[src/rtl/conv_same_seq.sv]
// conv_same_seq: address/control sequencer for the "same"-mode convolution
// datapath. For each output k it clears the accumulator, walks the kernel
// index j over every tap, reads X[k+off-j]*Y[j] when that X index is in
// range, lets the last product drain through the MAC and then writes Z[k].
module conv_same_seq #(
  parameter int ADDR_W = 5,
  parameter int CNT_W  = 6
) (
  input  logic              clk_i,
  input  logic              rst_i,
  input  logic              start_i,
  input  logic [CNT_W-1:0]  size_x_i,
  input  logic [CNT_W-1:0]  size_y_i,
  output logic [ADDR_W-1:0] addr_x_o,
  output logic [ADDR_W-1:0] addr_y_o,
  output logic              rd_en_o,
  output logic              acc_clr_o,
  output logic              acc_en_o,
  output logic              wr_z_o,
  output logic [ADDR_W-1:0] addr_z_o,
  output logic              busy_o,
  output logic              done_o
);

  localparam logic [CNT_W-1:0] DEPTH = CNT_W'(2 ** ADDR_W);

  typedef enum logic [2:0] {
    S_IDLE,
    S_INIT,
    S_CALC,
    S_DRAIN,
    S_WRITE,
    S_DONE
  } state_t;

  state_t state, state_nxt;

  logic [CNT_W-1:0]  sx, sy;
  logic [CNT_W-1:0]  k, j;
  logic [CNT_W-1:0]  off;
  logic [CNT_W-1:0]  sx_clamp, sy_clamp;
  logic signed [CNT_W:0] n;
  logic              n_in_range;
  logic              last_j, last_k;

  assign sx_clamp = (size_x_i > DEPTH) ? DEPTH : size_x_i;
  assign sy_clamp = (size_y_i > DEPTH) ? DEPTH : size_y_i;

  // Centre offset of the kernel; only meaningful while sy >= 1 (i.e. in a run)
  assign off = (sy - 1'b1) >> 1;

  // One extra bit so that k+off-j can go negative without aliasing
  assign n = $signed({1'b0, k}) + $signed({1'b0, off}) - $signed({1'b0, j});
  assign n_in_range = !n[CNT_W] && (n < $signed({1'b0, sx}));

  assign last_j = (j == sy - 1'b1);
  assign last_k = (k == sx - 1'b1);

  // State register
  always_ff @(posedge clk_i or posedge rst_i) begin
    if (rst_i) begin
      state <= S_IDLE;
    end else begin
      state <= state_nxt;
    end
  end

  // Capture clamped sizes when a run is accepted; later size changes are ignored
  always_ff @(posedge clk_i or posedge rst_i) begin
    if (rst_i) begin
      sx <= '0;
      sy <= '0;
    end else if (state == S_IDLE && start_i) begin
      sx <= sx_clamp;
      sy <= sy_clamp;
    end
  end

  // Output index k and kernel index j
  always_ff @(posedge clk_i or posedge rst_i) begin
    if (rst_i) begin
      k <= '0;
      j <= '0;
    end else begin
      case (state)
        S_IDLE:  k <= '0;
        S_INIT:  j <= '0;
        S_CALC:  j <= j + 1'b1;
        S_WRITE: if (!last_k) k <= k + 1'b1;
        default: ;
      endcase
    end
  end

  // Accumulate enable follows the read enable by the memory read latency
  always_ff @(posedge clk_i or posedge rst_i) begin
    if (rst_i) begin
      acc_en_o <= 1'b0;
    end else begin
      acc_en_o <= rd_en_o;
    end
  end

  // Next-state and Moore outputs
  always_comb begin
    state_nxt = state;
    addr_x_o  = '0;
    addr_y_o  = '0;
    rd_en_o   = 1'b0;
    acc_clr_o = 1'b0;
    wr_z_o    = 1'b0;
    addr_z_o  = '0;
    busy_o    = 1'b1;
    done_o    = 1'b0;
    case (state)
      S_IDLE: begin
        busy_o = 1'b0;
        if (start_i) begin
          if (sx_clamp == '0 || sy_clamp == '0) state_nxt = S_DONE;
          else                                  state_nxt = S_INIT;
        end
      end
      S_INIT: begin
        acc_clr_o = 1'b1;
        state_nxt = S_CALC;
      end
      S_CALC: begin
        if (n_in_range) begin
          rd_en_o  = 1'b1;
          addr_x_o = n[ADDR_W-1:0];
          addr_y_o = j[ADDR_W-1:0];
        end
        if (last_j) state_nxt = S_DRAIN;
      end
      S_DRAIN: begin
        state_nxt = S_WRITE;
      end
      S_WRITE: begin
        wr_z_o    = 1'b1;
        addr_z_o  = k[ADDR_W-1:0];
        state_nxt = last_k ? S_DONE : S_INIT;
      end
      S_DONE: begin
        done_o    = 1'b1;
        state_nxt = S_IDLE;
      end
      default: begin
        busy_o    = 1'b0;
        state_nxt = S_IDLE;
      end
    endcase
  end

endmodule

[config.mk]
export PLATFORM = sky130hd
export DESIGN_NAME = conv_same_seq
export DESIGN_NICKNAME = d
export VERILOG_FILES = /design/src/rtl/conv_same_seq.sv
export SDC_FILE = /design/constraint.sdc
export NUM_CORES = 1
export LEC_CHECK = 0
export BUFFER_PORTS_ARGS = -buffer_cell sky130_fd_sc_hd__buf_2
export CAP_MARGIN = 20
export CORE_MARGIN = 10
export CORE_UTILIZATION = 57
export CTS_CLUSTER_SIZE = 25
export DETAILED_ROUTE_END_ITERATION = 8
export GPL_TIMING_DRIVEN = 0
export PLACE_DENSITY = 0.89
export RECOVER_POWER = 25
export SLEW_MARGIN = 20
export SYNTH_ARGS = -nofsm -noshare
export SYNTH_HDL_FRONTEND = slang
export SYNTH_SLANG_ARGS = --single-unit
[constraint.sdc]
create_clock -name clk_i -period 3.88 [get_ports clk_i]
set_clock_uncertainty 0.1 [all_clocks]
set_input_delay 0 -clock clk_i [delete_from_list [all_inputs] [get_ports clk_i]]
set_output_delay 0 -clock clk_i [all_outputs]
set_load 0.02 [all_outputs]
==> run summary, run 1 <==
==================================================================================================
Total congestion overflow                                                                        0
Maximum level of the CTS H-tree                                                                  1
Inserted Clock Buffers                                                                           3
Ys flop type                                                                               dfrtp_1
Core Region                                                                             3740 sq um
Hold Path Stages                                                                                 1
Measured slew at the worst slew-check pin                                                  1.06 ns
Flip-flop and latch count after synthesis                                                       28
Ys async rst share                                                                            1.00
Vias in the first global route                                                               2,449
Number of flops mapped to enable cells by yosys                                                  0
Root Buffer                                                                               clkbuf_8
Row Count                                                                                       22
Yosys top cell area share                                                                    0.312
Fin. Hold Viols                                                                                  0
Final setup violating endpoints                                                                 12
Setup repair after global routing missed its margin                                            yes
Clock tree from TritonCTS                                                                    built
Pins Over Slew Limit                                                                             0
Clock sink count                                                                                28
Worst rel slew slack                                                                         0.293
Count of vias placed by the detailed router                                                  2,352
Maximum clock frequency                                                                    236 MHz
Status                                                                                complete, but fails checks
Worst setup slack before clock tree synthesis                                            -0.161 ns
Setup slack of the most critical reg-to-reg path                                          -0.03 ns
CP endpoint                                                                                rd_en_o
Starting Density                                                                             0.600
Commonest cells in the synthesized netlist                                            nand2_1 (37), inv_1 (31), dfrtp_1 (28)
Avg WL per Cell                                                                       18.0 microns
Biggest area consumer among synthesized cells                                              dfrtp_1
Number of placed I/O pins                                                                       36
Wirelength, routed                                                                         7.14 mm
RR Endpoint                                                                               acc_en_o
Period minus WS final                                                                      4.24 ns
Fraction of final layout cells sized beyond drive strength 1                                 0.229
Hold WC Path Type                                                                          reg2reg
Number of iterations in the first detailed-routing pass                                          5
Global router's overall resource usage                                                       0.214
Failing checks                                                                        negative setup slack
Average cell area after synthesis                                                       8.22 sq um
Launching instance or port of the critical path                                              sy[0]
Crit. End Element                                                                      output port
Worst Hold Margin                                                                         0.398 ns
Arrival time worst endpoint                                                                4.14 ns
Class of the most critical setup path                                                      reg2out
Number of buffers inserted by port buffering                                                    35
Synthesized Nets                                                                               310
Most common cell in the netlist                                                            nand2_1
ANT nets after route                                                                             0
P&R area growth vs syn                                                                       35.2%
Clock network latency to the later pin of the worst-skew pair                              0.28 ns
Number of buffers on the longest clock path                                                      2
Worst r2r path cells                                                                            17
RD Place Congestion                                                                          0.937
Vias per std cell                                                                             5.92
Inserted Diodes                                                                                  0
Largest net degree at the start of global routing                                               29
Detail Placement HPWL                                                                      4.27 mm
Portion of the post-synthesis area used by sequential elements                               0.312
Number of distinct library cell variants in the gate-level netlist after synthesis              38
Least setup slack across all paths after layout                                          -0.362 ns
Synth top area cells                                                                  dfrtp_1 (31%), ha_1 (9.5%), nand2_1 (6.2%), xnor2_1 (5.9%), inv_1 (5.2%)
Post-route fraction of the period consumed by the critical path                               1.09
Synthesized cell area                                                                   2240 sq um
Cell count after placement                                                                     356
Finished Core Util                                                                           0.811
Filler-free cell count of the finished design                                                  397
YS warnings                                                                                      0
Data required time at the worst endpoint                                                   3.78 ns
Width of the die                                                                      82.8 microns
Number of antenna violations at the first check in global routing                                0
Wire length of the first global-routing pass                                               11.6 mm
Nature of the critical path startpoint                                                    register
1st-iter DRT viols                                                                             228
Net total in the final layout                                                                  387
Die Outline Area                                                                        6850 sq um
Max Cap Violations                                                                               0
Vertical die dimension                                                                82.8 microns
Maximum net fanout on the critical path                                                          5
Launch instance of the worst register-to-register path                                       sy[0]
# DRC                                                                                            0
Clock transition time at the flip-flop clock pins of the worst setup and hold paths        0.10 ns
Post-Synthesis Cells                                                                           273
==================================================================================================
==> sequential cells by signal, indices dropped and copies added (netlist names) <==
register / cells
sx: 6
k: 6
j: 6
state: 3
sy: 6
acc_en_o: 1
==> layout make-up <==
| type | instances | area (sq um) |
|---|---|---|
| Buffer | 7 | 36.3 |
| Timing Repair Buffer | 72 | 552 |
| Fill cell | 212 | 708 |
| Sequential cell | 28 | 703 |
| Multi-Input combinational cell | 206 | 1490 |
| Tap cell | 48 | 60.1 |
| Inverter | 32 | 120 |
| Clock inverter | 1 | 30.0 |
| Clock buffer | 3 | 41.3 |
==> cells in the final DEF (no fill, tap or decap), drive strengths merged <==
cell type	instances
buf	51
nand2	37
inv	31
dfrtp	28
dlygate4sd3	23
nor2	23
o21ai	21
ha	17
xnor2	15
nand2b	14
xor2	10
nor3	10
clkbuf	8
nand3	7
a21oi	7
fa	5
nor3b	3
a21o	3
nand4	3
nand3b	3
mux2i	3
nor2b	3
nor4	3
a211oi	3
mux2	3
and3	2
o21a	2
or4	2
o211ai	2
or2	1
clkinv	1
a22o	1
or2b	1
o22ai	1
or3	1
bufinv	1
==> cells by family (layout without fill, tap and decap cells) <==
| kind of cell | Yosys count | after routing | share of synthesized area |
|---|---|---|---|
| adder cells (fa/ha/maj) | 22 | 22 | 0.139 |
| flip-flops | 28 | 28 | 0.312 |
| AND/OR/NAND/NOR | 113 | 113 | 0.253 |
| multiplexers | 6 | 6 | 0.0284 |
| XOR/XNOR | 25 | 25 | 0.0975 |
| buffers and inverters | 39 | 115 | 0.0669 |
| AO/OA/AOI/OAI | 40 | 40 | 0.103 |
==> per-stage QoR <==
stage | area, sq um | setup TNS (ns)
2_1_floorplan | 2240 | 0
3_5_place_dp | 2480 | -1.39
3_3_place_gp | 2480 | -0.0228
4_1_cts | 2920 | -1.89
5_1_grt | 3040 | -4.93
6_report | 3040 | -3.68
==> timing repair <==
item	CTS	global route
resized for setup	18	24
hold buffers	23	0
cloned	1	0
endpoints found under the hold margin	41	0
buffers inserted	9	4
endpoints found under the setup margin	12	12
pin swaps	7	17
==> worst min path at each step <==
stage / startpoint / to / slack (ns)
after floorplan: rst_i / acc_en_o / -0.03
after global placement: size_x_i[2] / sx[2] / 0.16
after detailed placement: size_x_i[2] / sx[2] / 0.17
after CTS: j[5] / j[5] / 0.40
after global routing: j[5] / j[5] / 0.45
final: j[5] / j[5] / 0.40
==> layer usage <==
metal | vias up | global-route usage | share of wire
met2 | 124 | 0.392 | 0.52
li1 | 1059 | - | -
met1 | 1133 | 0.231 | 0.38
met3 | 36 | 0.0400 | 0.064
met5 | - | 0 | 0
met4 | 0 | 0.0987 | 0.042
==> critical path, cell delays in order (launching register included) <==
cell,delay [ns]
dfrtp_2,0.45
inv_2,0.06
ha_4,0.18
xnor2_4,0.14
fa_1,0.53
inv_1,0.06
ha_1,0.27
a21o_1,0.19
a21oi_2,0.18
nor2b_1,0.09
o21ai_1,0.18
nand2_1,0.08
xor2_1,0.15
ha_1,0.32
a211oi_2,0.24
o21a_1,0.25
buf_6,0.15
nor2b_2,0.19
buf_6,0.14
Power of run 1 is left out: the tool's default activity adds up to more than one toggle a clock period on the data nets, which glitch-free logic cannot reach.
==> inputs of run 2 (changes only) <==
Settings changed: CORE_UTILIZATION 57 to 55, PLACE_DENSITY 0.89 to 0.87.
==> run summary, run 2 (synthesis gave the netlist of run 1 again) <==
==================================================================================================
Fin. Hold Viols                                                                                  0   unchanged
Core Region                                                                             3970 sq um   +6.1%
Number of placed I/O pins                                                                       36   unchanged
Avg WL per Cell                                                                       16.7 microns   -7.1%
Hold worst-path end                                                                           j[5]
Setup repair after global routing missed its margin                                            yes
Class of the most critical setup path                                                      reg2out
Max Cap Violations                                                                               0   unchanged
Arrival time worst endpoint                                                                3.98 ns   -0.16 ns
Least setup slack across all paths after layout                                          -0.196 ns   +0.165 ns
Vertical die dimension                                                                83.9 microns   +1.4%
Net total in the final layout                                                                  385   -0.52%
Wire length of the first global-routing pass                                               10.6 mm   -8.9%
Detailed-routed wire length on met3                                                    336 microns   -26%
ANT nets after route                                                                             0   unchanged
RR Endpoint                                                                               acc_en_o
Hold Path Stages                                                                                 1   unchanged
Status                                                                                complete, but fails checks
Worst rel slew slack                                                                         0.271   -0.0215
Worst hold start                                                                              j[5]
Width of the die                                                                      83.9 microns   +1.4%
Finished Core Util                                                                           0.775   -0.0358
Number of filler cells placed in the layout                                                    229   +8.0%
Global router's overall resource usage                                                       0.175   -0.0389
# DRC                                                                                            0   unchanged
Number of iterations in the first detailed-routing pass                                          4   -1
Count of vias placed by the detailed router                                                  2,229   -5.2%
Highest Signal Layer                                                                          met4
Most frequent cells in the layout                                                     nand2_1 (34), inv_1 (28), buf_2 (25), dfrtp_1 (25), dlygate4sd3_1 (24)
Clock tree from TritonCTS                                                                    built
Wirelength, routed                                                                         6.63 mm   -7.1%
1st-iter DRT viols                                                                             141   -38%
Maximum level of the CTS H-tree                                                                  1   unchanged
Area of combinational cells with multiple inputs                                        1540 sq um   +3.2%
Nature of the critical path startpoint                                                    register
Starting Density                                                                             0.565   -0.0344
Inserted Clock Buffers                                                                           3   unchanged
Worst setup slack before clock tree synthesis                                           -0.0809 ns   +0.0801 ns
Instance area at placement                                                              2480 sq um   +0.10%
Post-route fraction of the period consumed by the critical path                               1.05   -0.0426
Setup slack of the most critical reg-to-reg path                                           0.19 ns   +0.22 ns
Worst Hold Margin                                                                         0.401 ns   +0.00298 ns
Fraction of final layout cells sized beyond drive strength 1                                 0.245   +0.0157
Number of buffers inserted by port buffering                                                    35   unchanged
Hold WC Path Type                                                                          reg2reg
Row Count                                                                                       23   +4.5%
Routed wire length on met2                                                                 3.57 mm   -3.0%
Final setup violating endpoints                                                                 11   -1
Largest net degree at the start of global routing                                               29   unchanged
Clock network latency to the later pin of the worst-skew pair                              0.28 ns   about the same
Detail Placement HPWL                                                                      4.23 mm   -0.93%
Metal1 wirelength                                                                          2.54 mm   -5.9%
Inserted Diodes                                                                                  0   unchanged
Period minus WS final                                                                      4.08 ns   -0.165 ns
Die Outline Area                                                                        7040 sq um   +2.7%
Root Buffer                                                                               clkbuf_8
Area of all placed cells without fillers                                                3080 sq um   +1.4%
Most common cell after layout, fill and taps aside                                         nand2_1
Number of antenna violations at the first check in global routing                                0   unchanged
Number of buffers on the longest clock path                                                      2   unchanged
Clock transition time at the flip-flop clock pins of the worst setup and hold paths        0.10 ns   about the same
Pins Over Slew Limit                                                                             0   unchanged
Crit. End Element                                                                      output port
Total congestion overflow                                                                        0   unchanged
Vias per std cell                                                                             5.61   -5.2%
Failing checks                                                                        negative setup slack
Worst r2r path cells                                                                            17   unchanged
Storage cell area                                                                        704 sq um   +0.18%
Launch instance of the worst register-to-register path                                       sy[0]
Data required time at the worst endpoint                                                   3.78 ns   about the same
Measured slew at the worst slew-check pin                                                  1.09 ns   +0.0323 ns
Clock sink count                                                                                28   unchanged
Maximum clock frequency                                                                    245 MHz   +4.1%
Vias in the first global route                                                               2,300   -6.1%
Maximum net fanout on the critical path                                                          5   unchanged
RD Place Congestion                                                                          0.903   -3.6%
P&R area growth vs syn                                                                       37.1%
==================================================================================================
## run 2: how the worst max path moves through the flow
stage	endpoint	depth (start not counted)	startpoint	slack (ns)
3_3_place_gp	rd_en_o	16	sy[0]	-0.007
5_1_grt	addr_x_o[3]	17	sy[0]	-0.36
3_5_place_dp	rd_en_o	18	sy[0]	-0.08
6_report	addr_x_o[3]	19	sy[0]	-0.20
4_1_cts	addr_y_o[3]	19	sy[0]	-0.15
2_1_floorplan	acc_en_o	15	sy[0]	0.03
## run 2: layout make-up
cell class | instances | area share
Clock buffer | 3 | 0.0134
Buffer | 7 | 0.0118
Multi-Input combinational cell | 206 | 0.500
Inverter | 32 | 0.0390
Timing Repair Buffer | 70 | 0.176
Sequential cell | 28 | 0.229
Clock inverter | 1 | 0.00976
Tap cell | 50 | 0.0203
## run 2: critical path: stages (launching register included)
cell and delay (ns):
dfrtp_2 0.43, inv_2 0.06, ha_4 0.18, xnor2_4 0.14, fa_2 0.58, inv_2 0.06, ha_4 0.23, a21o_1 0.17
a21oi_2 0.18, nor2b_1 0.07, o21ai_1 0.12, nand2_1 0.10, xor2_1 0.15, ha_1 0.31, a211oi_2 0.19, o21a_1 0.23
buf_6 0.14, nand2_1 0.05, nor2_1 0.12, buf_4 0.16
## run 2: stage by stage
stage               instances   TNS, ns
finish                    397     -1.80
global placement          358  -0.00703
global route              397     -3.54
floorplan                 273         0
detailed placement        358    -0.394
CTS                       394     -1.42
## run 2: layer usage
layer	vias to the layer above	track usage
li1	1048	-
met1	1079	0.191
met2	81	0.326
met3	21	0.0303
met4	0	0.0624
met5	-	0
## run 2: timing repair
action	CTS	global route
setup endpoints to repair	12	12
pin swaps	3	8
gates cloned	0	1
hold buffers	24	0
endpoints found under the hold margin	41	0
buffers inserted	8	2
resized for setup	21	31
Power of run 2 is left out for the same reason.
